### src/rtl/greycode_stream_codec_pkg.sv
// rtl/greycode_stream_codec_pkg.sv - shared mode encoding and lane-slice helper for the Gray stream codec
package greycode_pkg;

  localparam logic MODE_G2B = 1'b0;
  localparam logic MODE_B2G = 1'b1;

  function automatic int unsigned lane_lsb(input int unsigned lane, input int unsigned width);
    return lane * width;
  endfunction

endpackage

### src/rtl/greycode_stream_codec_if.sv
// rtl/greycode_stream_codec_if.sv - beat stream, error and clear signals of the Gray stream codec
interface greycode_stream_codec_if #(
  parameter int WIDTH     = 8,
  parameter int NUM_LANES = 4
);
  logic                       in_valid;
  logic                       in_ready;
  logic                       in_mode;
  logic [NUM_LANES*WIDTH-1:0] in_data;
  logic                       out_valid;
  logic                       out_ready;
  logic                       out_mode;
  logic [NUM_LANES*WIDTH-1:0] out_data;
  logic [NUM_LANES-1:0]       out_err;
  logic [NUM_LANES-1:0]       err_sticky;
  logic                       clr_err;

  modport master (
    output in_valid, in_mode, in_data, out_ready, clr_err,
    input  in_ready, out_valid, out_mode, out_data, out_err, err_sticky
  );

  modport slave (
    input  in_valid, in_mode, in_data, out_ready, clr_err,
    output in_ready, out_valid, out_mode, out_data, out_err, err_sticky
  );
endinterface

### src/rtl/greycode_stream_codec_lane_conv.sv
// rtl/greycode_stream_codec_lane_conv.sv - combinational Gray<->binary conversion of one lane word
module greycode_lane_conv
  import greycode_pkg::*;
#(
  parameter int WIDTH = 8
) (
  input  logic             mode_i,
  input  logic [WIDTH-1:0] word_i,
  output logic [WIDTH-1:0] word_o
);

  logic [WIDTH-1:0] bin_w;

  // Decode is a prefix XOR from the MSB down; each bit depends on the one above it.
  always_comb begin
    bin_w = '0;
    bin_w[WIDTH-1] = word_i[WIDTH-1];
    for (int i = WIDTH - 2; i >= 0; i--) begin
      bin_w[i] = word_i[i] ^ bin_w[i+1];
    end
  end

  assign word_o = (mode_i == MODE_B2G) ? (word_i ^ (word_i >> 1)) : bin_w;

endmodule

### src/rtl/greycode_stream_codec.sv
// rtl/greycode_stream_codec.sv - multi-lane pipelined Gray/binary codec with per-lane step check
module greycode_stream_codec
  import greycode_pkg::*;
#(
  parameter int WIDTH     = 8,
  parameter int NUM_LANES = 4,
  parameter int LATENCY   = 2
) (
  input  logic                    clk,
  input  logic                    rst_n,
  greycode_stream_codec_if.slave  bus
);

  if (LATENCY < 1) begin : g_latency_check
    $error("greycode_stream_codec: LATENCY must be >= 1");
  end

  localparam int DW = NUM_LANES * WIDTH;

  logic                 adv;
  logic                 accept;
  logic                 emit;
  logic [DW-1:0]        conv_data;
  logic [NUM_LANES-1:0] err_in;

  logic [WIDTH-1:0]     hist_q [NUM_LANES];
  logic [WIDTH-1:0]     hist_d [NUM_LANES];
  logic [NUM_LANES-1:0] hist_valid_q, hist_valid_d;
  logic [NUM_LANES-1:0] sticky_q, sticky_d;

  logic                 st_valid_q [LATENCY];
  logic                 st_mode_q  [LATENCY];
  logic [DW-1:0]        st_data_q  [LATENCY];
  logic [NUM_LANES-1:0] st_err_q   [LATENCY];

  assign adv    = bus.out_ready || !bus.out_valid;
  assign accept = bus.in_valid && adv;
  assign emit   = bus.out_valid && bus.out_ready;

  for (genvar k = 0; k < NUM_LANES; k++) begin : g_lane
    greycode_lane_conv #(.WIDTH(WIDTH)) u_conv (
      .mode_i (bus.in_mode),
      .word_i (bus.in_data[lane_lsb(k, WIDTH) +: WIDTH]),
      .word_o (conv_data[lane_lsb(k, WIDTH) +: WIDTH])
    );
  end

  // More than one bit flipping since the last decoded word is a step violation.
  always_comb begin
    logic [WIDTH-1:0] word;
    logic [WIDTH-1:0] diff;
    err_in       = '0;
    hist_d       = hist_q;
    hist_valid_d = hist_valid_q;
    for (int k = 0; k < NUM_LANES; k++) begin
      word = bus.in_data[lane_lsb(k, WIDTH) +: WIDTH];
      diff = word ^ hist_q[k];
      if (bus.in_mode == MODE_G2B) begin
        err_in[k] = hist_valid_q[k] && ((diff & (diff - WIDTH'(1))) != '0);
        if (accept) begin
          hist_d[k]       = word;
          hist_valid_d[k] = 1'b1;
        end
      end
    end
  end

  always_comb begin
    sticky_d = sticky_q;
    if (bus.clr_err) sticky_d = '0;
    if (emit) sticky_d = sticky_d | st_err_q[LATENCY-1];
  end

  always_ff @(posedge clk or negedge rst_n) begin
    if (!rst_n) begin
      hist_valid_q <= '0;
      sticky_q     <= '0;
      for (int k = 0; k < NUM_LANES; k++) hist_q[k] <= '0;
    end else begin
      hist_valid_q <= hist_valid_d;
      sticky_q     <= sticky_d;
      hist_q       <= hist_d;
    end
  end

  // Single global enable: all stages shift together or all hold.
  always_ff @(posedge clk or negedge rst_n) begin
    if (!rst_n) begin
      for (int i = 0; i < LATENCY; i++) begin
        st_valid_q[i] <= 1'b0;
        st_mode_q[i]  <= 1'b0;
        st_data_q[i]  <= '0;
        st_err_q[i]   <= '0;
      end
    end else if (adv) begin
      st_valid_q[0] <= bus.in_valid;
      st_mode_q[0]  <= bus.in_mode;
      st_data_q[0]  <= conv_data;
      st_err_q[0]   <= bus.in_valid ? err_in : '0;
      for (int i = LATENCY - 1; i > 0; i--) begin
        st_valid_q[i] <= st_valid_q[i-1];
        st_mode_q[i]  <= st_mode_q[i-1];
        st_data_q[i]  <= st_data_q[i-1];
        st_err_q[i]   <= st_err_q[i-1];
      end
    end
  end

  assign bus.in_ready   = adv;
  assign bus.out_valid  = st_valid_q[LATENCY-1];
  assign bus.out_mode   = st_mode_q[LATENCY-1];
  assign bus.out_data   = st_data_q[LATENCY-1];
  assign bus.out_err    = st_err_q[LATENCY-1];
  assign bus.err_sticky = sticky_q;

endmodule

### src/flat_wrapper.sv
// flat-port wrapper written by rule: the top's interface ports become plain ports
module greycode_stream_codec_flat import greycode_pkg::*;
#(
  parameter int WIDTH     = 8,
  parameter int NUM_LANES = 4,
  parameter int LATENCY   = 2
)
  (clk, rst_n, bus_in_valid, bus_in_mode, bus_in_data, bus_out_ready, bus_clr_err, bus_in_ready, bus_out_valid, bus_out_mode, bus_out_data, bus_out_err, bus_err_sticky);
  greycode_stream_codec_if #(.WIDTH(WIDTH), .NUM_LANES(NUM_LANES)) bus_i ();
  input  logic clk;
  input  logic rst_n;
  input wire logic [$bits(bus_i.in_valid)-1:0] bus_in_valid;
  input wire logic [$bits(bus_i.in_mode)-1:0] bus_in_mode;
  input wire logic [$bits(bus_i.in_data)-1:0] bus_in_data;
  input wire logic [$bits(bus_i.out_ready)-1:0] bus_out_ready;
  input wire logic [$bits(bus_i.clr_err)-1:0] bus_clr_err;
  output wire logic [$bits(bus_i.in_ready)-1:0] bus_in_ready;
  output wire logic [$bits(bus_i.out_valid)-1:0] bus_out_valid;
  output wire logic [$bits(bus_i.out_mode)-1:0] bus_out_mode;
  output wire logic [$bits(bus_i.out_data)-1:0] bus_out_data;
  output wire logic [$bits(bus_i.out_err)-1:0] bus_out_err;
  output wire logic [$bits(bus_i.err_sticky)-1:0] bus_err_sticky;
  assign bus_i.in_valid = bus_in_valid;
  assign bus_i.in_mode = bus_in_mode;
  assign bus_i.in_data = bus_in_data;
  assign bus_i.out_ready = bus_out_ready;
  assign bus_i.clr_err = bus_clr_err;
  assign bus_in_ready = bus_i.in_ready;
  assign bus_out_valid = bus_i.out_valid;
  assign bus_out_mode = bus_i.out_mode;
  assign bus_out_data = bus_i.out_data;
  assign bus_out_err = bus_i.out_err;
  assign bus_err_sticky = bus_i.err_sticky;
  greycode_stream_codec #(.WIDTH(WIDTH), .NUM_LANES(NUM_LANES), .LATENCY(LATENCY)) u_core (.clk(clk), .rst_n(rst_n), .bus(bus_i));
endmodule
### config.mk
export PLATFORM = sky130hd
export DESIGN_NAME = greycode_stream_codec_flat
export DESIGN_NICKNAME = d
export VERILOG_FILES = /design/src/rtl/greycode_stream_codec_pkg.sv /design/src/rtl/greycode_stream_codec_if.sv /design/src/rtl/greycode_stream_codec_lane_conv.sv /design/src/rtl/greycode_stream_codec.sv /design/src/flat_wrapper.sv
export SDC_FILE = /design/constraint.sdc
export NUM_CORES = 1
export LEC_CHECK = 0
export BUFFER_PORTS_ARGS = -buffer_cell sky130_fd_sc_hd__buf_4
export CAP_MARGIN = 10
export CORE_MARGIN = 3
export CORE_UTILIZATION = 45
export DETAILED_ROUTE_END_ITERATION = 7
export PLACE_DENSITY = 0.7
export SLEW_MARGIN = 20
export SYNTH_ARGS = -nofsm -noshare
export SYNTH_HDL_FRONTEND = slang
export SYNTH_SLANG_ARGS = --single-unit
export TNS_END_PERCENT = 20
### constraint.sdc
create_clock -name clk -period 2.25 [get_ports clk]
set_clock_uncertainty 0.2 [all_clocks]
set_input_delay 0.1125 -clock clk [delete_from_list [all_inputs] [get_ports clk]]
set_output_delay 0.1125 -clock clk [all_outputs]
set_load 0.01 [all_outputs]
Word-level counts from Yosys, hierarchy flattened
Index checks and enable logic that the tools add are counted.
Widths: inputs -> output; s select.
{"block": "word_totals", "ff_bits": 113, "wordCells": 84, "input_bits": 38, "out_inout_bits": 43}
{"block": "op_classes", "muxes": 11, "reduce_logical": 13, "n_addsub": 4, "n_bitwise": 42}
{"cell": "$and 8x8->8", "count": 4}
{"cell": "$mux 8", "count": 4}
{"cell": "$reduce_bool 8->1", "count": 4}
{"cell": "$sub 8x1->8 const B", "count": 4}
{"cell": "$xor 8x7->8", "count": 4}
{"cell": "$xor 8x8->8", "count": 4}
{"cell": "$xor 1x1->1", "count": 28}
{"cell": "$mux 4", "count": 3}
{"cell": "$logic_and 1x1->1", "count": 6}
{"cell": "$mux 1", "count": 4}
{"cell": "$or 4x4->4", "count": 1}
{"cell": "$reduce_and 2->1", "count": 1}
{"cell": "$logic_not 1->1", "count": 1}
{"cell": "$logic_or 1x1->1", "count": 1}
{"cell": "$not 1->1", "count": 1}

Longest topological paths before layout
Gate-level depths: netlist of the first run.
{"block": "depth", "word_depth": 8, "ltp_mapped": 6, "ltp_nobuf": 5}

Cells and area by module
Synthesis of the first run repeated with hierarchy kept, for this count alone.
{"block": "unflattened", "hier_cells": 620, "area_unflattened_um2": 5930.7}
{"module": "greycode_stream_codec", "n_inst": 1, "seq_area_each_um2": 2827.7, "cells_each": 508, "area_per_inst_um2": 5029.8}
{"module": "greycode_lane_conv", "n_inst": 4, "seq_area_each_um2": 0.0, "cells_each": 28, "area_per_inst_um2": 225.2}

Worst setup path after synthesis of the first run
No wires, ideal clock.
{"block": "synth_path", "kind": "reg2reg", "from": "reg u_core.hist_q[2] (netlist bit)", "to": "reg u_core.st_err_q[7] (netlist bit)", "setup_ns": 0.123, "stages_incl_launch_ff": 6, "period_less_slack_ns": 1.989, "arrival_time_ns": 1.666, "path_buffers": 0, "slack_ns": 0.261, "required_ns": 1.927, "cell_sequence": "dfrtp_1 xor2_2 maj3_2 or4_4 a221oi_2 o21ai_1"}
{"block": "synth_between", "elab_chain_len": 7}
{"item": "start, declared", "line": "greycode_stream_codec.sv:26", "text": "logic [WIDTH-1:0] hist_q [NUM_LANES];"}
{"item": "start signal, assigned", "line": "greycode_stream_codec.sv:82", "text": "hist_q <= hist_d;"}
{"item": "$xor 8x8->8 *", "line": "greycode_stream_codec.sv:57", "text": "diff = word ^ hist_q[k];"}
{"item": "$sub 8x1->8", "line": "greycode_stream_codec.sv:59", "text": "err_in[k] = hist_valid_q[k] && ((diff & (diff - WIDTH'(1))) != '0);"}
{"item": "$and 8x8->8 *", "line": "greycode_stream_codec.sv:59"}
{"item": "$reduce_bool 8->1 *", "line": "greycode_stream_codec.sv:59"}
{"item": "$logic_and 1x1->1 *", "line": "greycode_stream_codec.sv:59"}
{"item": "$mux 1 *", "line": "greycode_stream_codec.sv:58", "text": "if (bus.in_mode == MODE_G2B) begin"}
{"item": "$mux 4 *", "line": "greycode_stream_codec.sv:99", "text": "st_err_q[0] <= bus.in_valid ? err_in : '0;"}
{"item": "end signal, assigned by index", "line": "greycode_stream_codec.sv:104", "text": "st_err_q[i] <= st_err_q[i-1];"}
{"item": "end, declared", "line": "greycode_stream_codec.sv:34", "text": "logic [NUM_LANES-1:0] st_err_q [LATENCY];"}
Every way passes the cells marked *; elsewhere a longest branch is shown, timed or not.
A chain may end at the register's enable or synchronous reset.

Final worst setup path of the first run
{"block": "layout_path", "from": "in bus_in_data[26]", "to": "reg u_core.st_err_q[7] (netlist bit)"}
{"block": "layout_between", "elab_chain_len": 7}
{"item": "start, declared", "line": "flat_wrapper.sv:14", "text": "input wire logic [$bits(bus_i.in_data)-1:0] bus_in_data;"}
{"item": "$xor 8x8->8 *", "line": "greycode_stream_codec.sv:57"}
{"item": "$sub 8x1->8", "line": "greycode_stream_codec.sv:59"}
{"item": "$and 8x8->8 *", "line": "greycode_stream_codec.sv:59"}
{"item": "$reduce_bool 8->1 *", "line": "greycode_stream_codec.sv:59"}
{"item": "$logic_and 1x1->1 *", "line": "greycode_stream_codec.sv:59"}
{"item": "$mux 1 *", "line": "greycode_stream_codec.sv:58"}
{"item": "$mux 4 *", "line": "greycode_stream_codec.sv:99"}
Marked as above.

==> run summary, run 1 <==
Run status -> finished, final reports clean
GRT overflow -> 0
DR pass1 iterations -> 5
Highest-delay cell along the critical path -> dlygate4sd3_1
Std cell rows -> 40
Fin nets -> 702
Reg2Reg Depth -> 5
CTS resizes -> 0
N_diodes -> 0
Final Max Slew Viols -> 0
Placed insts -> 774
Tcrit/Tclk final -> 0.937
Number of flops mapped to enable cells by yosys -> 0
Mean area per synthesized cell -> 9.84 sq um
Worst-path cell chain -> dlygate4sd3_1, buf_4, xor2_2, maj3_2, or4_4, a221oi_2, o21ai_1
Initial Utilization -> 0.470
Footprint of the multi-input gates -> 2520 sq um
WL/cell -> 14.0 um
Fraction of layout cells with a size suffix above 1 -> 0.223
Fin util -> 0.592
Worst slew pin tran -> 563 ps
Io pins -> 81
Setup crit start kind -> primary input
Setup CP Type -> primary input to flip-flop
Pwr Density -> 984 nW/um^2
Worst endpoint data arrival time -> 2190 ps
Area Growth Syn to Fin -> 25.9%
Syn. warnings -> 0
Clk Latency, worst-skew pair -> 400 ps
Tightest Hold Check Type -> primary input to async pin
Global route hottest layer -> met2
Die W -> 119 um
Asr flop ratio synth -> 1.00
Crit path largest cell delay -> 530 ps
CTS Buf Count -> 17
Tot GR Track Use -> 0.173
DRC viols -> 0
CP max FO -> 5
Die ar. -> 14,200 sq um
Synth Flop Type -> dfrtp_1
Met2 Use GR -> 0.271
RSZ-0062 raised after global routing -> false
H-tree depth -> 4
Post-Syn Nets -> 624
Cell Area, Synth -> 5760 sq um
Number of synthesized register bits -> 113
GPL Wtd Cong -> 0.818
Hold Fails Final Rpt -> 0
Met3 Usage GRT -> 0.0442
R2r setup slk -> 180 ps
Core area -> 12,300 sq um
Vias per inst -> 4.78
Antenna violations before repair -> 0
Routing usage on met1 -> 0.235
Maxcap violations -> 0
Largest net degree at the start of global routing -> 75
Reg-to-Reg Start -> u_core.hist_q[2]
Worst r2r dst -> u_core.st_err_q[7]
Clock-pin slew on the worst setup and hold paths -> 50 ps
Relative slew slack -> 0.624
Final ANT Viol Nets -> 0
Setup violators final -> 0
Final HPWL DP -> 8090 um
Final WL -> 11,800 um
Setup TNS -> 0 ps
Critical Path RT -> 2330 ps
F_max -> 0.474 GHz
Starting DRT DRC Count -> 198
Leak -> 3.37 nW
DR vias -> 4,043
CTS sink count -> 113
Sequential cell area -> 2830 sq um
Syn Inst Count -> 586
Critical Path Sink Type -> flip-flop
CTS Root Cell -> clkbuf_16
Peak VDD IR -> 0.000518 V
Sequential-to-total area share from yosys stat -> 0.491
CTS tree -> done
Layout fillers -> 1,026
Clock buffer depth -> 2
Non-Filler Instances -> 845
Min Tclk post-route -> 2110 ps
I/O Buffers -> 80
Vias in the first global route -> 4,082
First-pass GRT wire length -> 19,900 um
Die height -> 119 um
Distinct cells, synth -> 39
cell usage in the layout (no fill, tap or decap), types with 3 or more instances in the layout:
master / instances
xnor3_1: 4
clkbuf_16: 17
nor2_1: 25
xnor2_1: 43
mux2_1: 8
bufinv_16: 3
nor3_1: 4
clkinv_4: 4
nor2b_1: 4
dfrtp_1: 113
inv_1: 5
a21oi_1: 15
nand2_1: 159
nor4_1: 3
o21ai_0: 19
buf_4: 84
mux2_2: 24
maj3_1: 4
o21ai_1: 15
nand3_1: 10
clkinv_2: 5
dlygate4sd3_1: 38
buf_12: 3
nand2b_1: 3
xor2_1: 37
cell type report:
| class | count | area share |
|---|---|---|
| Multi-Input combinational cell | 401 | 0.348 |
| Tap cell | 168 | 0.0290 |
| Inverter | 6 | 0.00310 |
| Timing Repair Buffer | 125 | 0.148 |
| Clock inverter | 14 | 0.0228 |
| Sequential cell | 113 | 0.390 |
| Clock buffer | 18 | 0.0605 |
worst max-delay path: cells and delay by family:
kind | cells | cell delay, ps
fa+ha+maj | 1 | 300
simple gates | 1 | 530
xor+xnor | 1 | 190
compound gates | 2 | 350
buf+inv | 2 | 700
power breakdown:
part | internal [mW] | switching [mW]
Clock | 1.76 | 0.921
Combinational | 0.850 | 0.838
Sequential | 2.49 | 0.285
registers in the layout (all words and copies together) (netlist names):
name / count
u_core.bus.err_sticky: 4
u_core.bus.out_data: 32
u_core.bus.out_err: 4
u_core.bus.out_mode: 1
u_core.bus.out_valid: 1
u_core.hist_q: 32
u_core.hist_valid_q: 1
u_core.st_data_q: 32
u_core.st_err_q: 4
u_core.st_mode_q: 1
u_core.st_valid_q: 1
timing repair:
item                       4_1_cts  5_1_grt
hold endpoints to repair       159        0
setup endpoints to repair        1        0
setup buffers                    1        0
hold buffers                    38        0
cell families (layout without fill, tap and decap cells):
| logic type | after synthesis | count (layout) | synth area share |
|---|---|---|---|
| AND/OR/NAND/NOR | 219 | 219 | 0.158 |
| flip-flops | 113 | 113 | 0.491 |
| XOR/XNOR | 88 | 88 | 0.151 |
| buffers and inverters | 72 | 163 | 0.0740 |
| AO/OA/AOI/OAI | 57 | 57 | 0.0553 |
| multiplexers | 32 | 32 | 0.0625 |
| adder cells (fa/ha/maj) | 5 | 5 | 0.00890 |
worst max path at each step:
stage                     slack [ps]                  to  cells past startpoint            startpoint
after global routing              50        bus_in_ready                      4  u_core.bus.out_valid
after floorplan                  260  u_core.st_err_q[7]                      5      u_core.hist_q[2]
after global placement           230  u_core.st_err_q[7]                      5      u_core.hist_q[2]
after CTS                        150  u_core.st_err_q[7]                      7       bus_in_data[26]
final                            140  u_core.st_err_q[7]                      7       bus_in_data[26]
after detailed placement         210  u_core.st_err_q[7]                      5      u_core.hist_q[2]
synth_stat cells (2+ instances only):
cell	instances	area (sq um)
xor2_1	37	324
nor2_1	25	93.8
nand2b_1	3	18.8
and3b_1	2	17.5
xnor3_1	4	90.1
o21ai_0	19	95.1
o21ai_1	15	75.1
dfrtp_1	113	2830
maj3_1	4	40.0
a21o_1	2	15.0
mux2_2	24	270
nand3_1	10	50.1
nand2_1	159	597
and2_1	2	12.5
buf_4	36	270
clkbuf_1	23	86.3
and3_1	2	12.5
inv_1	6	22.5
buf_6	2	22.5
mux2_1	8	90.1
xnor2_1	43	377
o211ai_1	2	15.0
a21oi_1	15	75.1
xor3_1	2	47.6
nor2b_1	5	31.3
nor3_1	4	20.0
buf_2	5	25.0
nor4_1	3	18.8
metrics by stage:
| stage | power (mW) | hold slack [ps] | worst slack, ps | cell area, sq um |
|---|---|---|---|---|
| after floorplan | 3.99 | -383 | 261 | 5760 |
| after global placement | 4.37 | -62.4 | 226 | 6270 |
| after detailed placement | 4.44 | -56.1 | 207 | 6270 |
| after CTS | 7.20 | 81.3 | 148 | 7260 |
| after global routing | 7.53 | 86.4 | 52.9 | 7260 |
| final | 7.15 | 43.9 | 141 | 7260 |
routing by layer:
layer	vias up	wire, um
li1	2015	-
met1	1912	5750
met2	92	5470
met3	24	398
met4	0	203
met5	-	0
Power figures use the tool's default switching activity.
==> inputs of run 2 (changes only) <==
BUFFER_PORTS_ARGS = -buffer_cell sky130_fd_sc_hd__buf_2   (was -buffer_cell sky130_fd_sc_hd__buf_4)
==> run 2 against run 1 <==
Highest routed layer unchanged. Register-to-register slack about the same. Via count increased by 1.3%. Clock power about the same. Final area decreased by 2.5%. Cell count increased by 0.12%. Critical path depth unchanged. Sequential share of layout area increased by 0.99 points. Routed wire length increased by 0.29%. Total power decreased by 1.6%. Non-clock buffer count increased by 2. Sequential cell count unchanged.
==> run summary, run 2 (same netlist as run 1, synthesis figures left out) <==
Switching Share -> 0.287
Routing usage on met1 -> 0.244
Starting DRT DRC Count -> 315
Peak VDD IR -> 0.000532 V
Clk Latency, worst-skew pair -> 400 ps
Sequential cell area -> 2830 sq um
Vias per inst -> 4.84
Largest net degree at the start of global routing -> 75
Clock-pin slew on the worst setup and hold paths -> 50 ps
WL/cell -> 14.0 um
Worst slew pin tran -> 601 ps
Commonest non-fill, non-tap cell in the layout -> nand2_1
Met3 Usage GRT -> 0.0446
CTS tree -> done
Final HPWL DP -> 8190 um
Share of power burned in combinational logic -> 0.224
Setup violators final -> 0
Critical Path Sink Type -> flip-flop
DR pass1 iterations -> 4
Std cell rows -> 40
CP max FO -> 4
Vias in the first global route -> 4,072
Initial Utilization -> 0.470
CTS sink count -> 113
F_max -> 0.474 GHz
CTS Root Cell -> clkbuf_16
Run status -> finished, final reports clean
Setup TNS -> 0 ps
Fraction of layout cells with a size suffix above 1 -> 0.220
Tot GR Track Use -> 0.175
Final WL -> 11,900 um
RSZ-0062 raised after global routing -> false
Global route hottest layer -> met2
Leak -> 3.31 nW
Tcrit/Tclk final -> 0.938
GRT overflow -> 0
Core area -> 12,300 sq um
Die height -> 119 um
Sw power -> 2.02 mW
Critical Path RT -> 2340 ps
Maxcap violations -> 0
Non-Filler Instances -> 846
Antenna violations before repair -> 0
Most frequent cells in the layout -> nand2_1, dfrtp_1, buf_2
Fin nets -> 704
Worst-path cell chain -> dlygate4sd3_1, buf_2, xnor2_1, xor3_1, xor2_1, nor4_1, and3b_1
Pwr Density -> 994 nW/um^2
Clock buffer depth -> 2
GPL Wtd Cong -> 0.802
Relative slew slack -> 0.598
Hold Fails Final Rpt -> 0
Highest-delay cell along the critical path -> dlygate4sd3_1
Io pins -> 81
Met2 Use GR -> 0.267
Setup CP Type -> primary input to flip-flop
Die ar. -> 14,200 sq um
First-pass GRT wire length -> 20,100 um
DR vias -> 4,094
Area Growth Syn to Fin -> 22.8%
Placed insts -> 776
I/O Buffers -> 80
Clock share of power -> 0.382
Worst endpoint data arrival time -> 2200 ps
Die W -> 119 um
CTS Buf Count -> 17
N_diodes -> 0
Internal Power -> 5.01 mW
Final ANT Viol Nets -> 0
DRC viols -> 0
Final Max Slew Viols -> 0
Setup crit start kind -> primary input
Crit path largest cell delay -> 540 ps
Layout fillers -> 1,055
H-tree depth -> 4
Sequential power share -> 0.394
Min Tclk post-route -> 2110 ps
Tightest Hold Check Type -> primary input to async pin
Footprint of the multi-input gates -> 2530 sq um
[run 2: worst paths after layout]
kind / startpoint / end / slack [ps] / cells after the start
max: bus_in_data[6] / u_core.st_data_q[32] / 140 / 7
min: rst_n / u_core.bus.out_data[20] / 100 / 3
max reg2reg: u_core.hist_q[1] / u_core.st_err_q[7] / 180 / 5
min reg2reg: u_core.bus.out_data[11] / u_core.bus.out_data[11] / 260 / 2
max in group asynchronous: rst_n / u_core.bus.out_data[21] / 800 / 3
min in group clk: u_core.bus.out_data[11] / u_core.bus.out_data[11] / 260 / 2
[run 2: what timing repair did]
action | in CTS | in global routing
hold buffers | 39 | 0
setup endpoints to repair | 0 | 1
setup buffers | 0 | 0
endpoints found under the hold margin | 172 | 0
resized for setup | 0 | 1
[run 2: power by group through the flow]
stage,Combinational [mW],Sequential (mW),Clock (mW)
final,1.57,2.77,2.69
after global routing,1.76,2.82,2.83
after CTS,1.59,2.77,2.73
after detailed placement,1.52,2.80,0
after global placement,1.47,2.77,0
after floorplan,1.27,2.72,0
[run 2: final cells by class]
type | instances | area share
flip-flops and latches | 113 | 0.399
multi-input cells | 401 | 0.358
repair buffers | 127 | 0.126
clock buffers | 22 | 0.0656
well taps | 168 | 0.0297
clock inverters | 9 | 0.0187
inverters | 6 | 0.00318
[run 2: critical path: cells and delay by family]
kind / cells / cell delay, ps
AND/OR/NAND/NOR: 2 / 410
buffers and inverters: 2 / 700
XOR/XNOR: 3 / 970
[run 2: stage by stage]
stage                     setup slack (ps)  area (sq um)  utilization  hold slack [ps]  total power [mW]
after CTS                             95.9          7070        0.577              118              7.09
after global placement                 226          6080        0.496             -218              4.25
after global routing                  9.05          7080        0.577              140              7.41
after detailed placement               196          6080        0.496             -211              4.32
final                                  140          7080        0.577              105              7.03
after floorplan                        261          5760            -             -383              3.99
[run 2: per-layer routing]
metal  up-vias  wire (um)
li1       2029          -
met1      1962       5710
met2        89       5550
met3        14        439
met4         0        165
met5         -          0
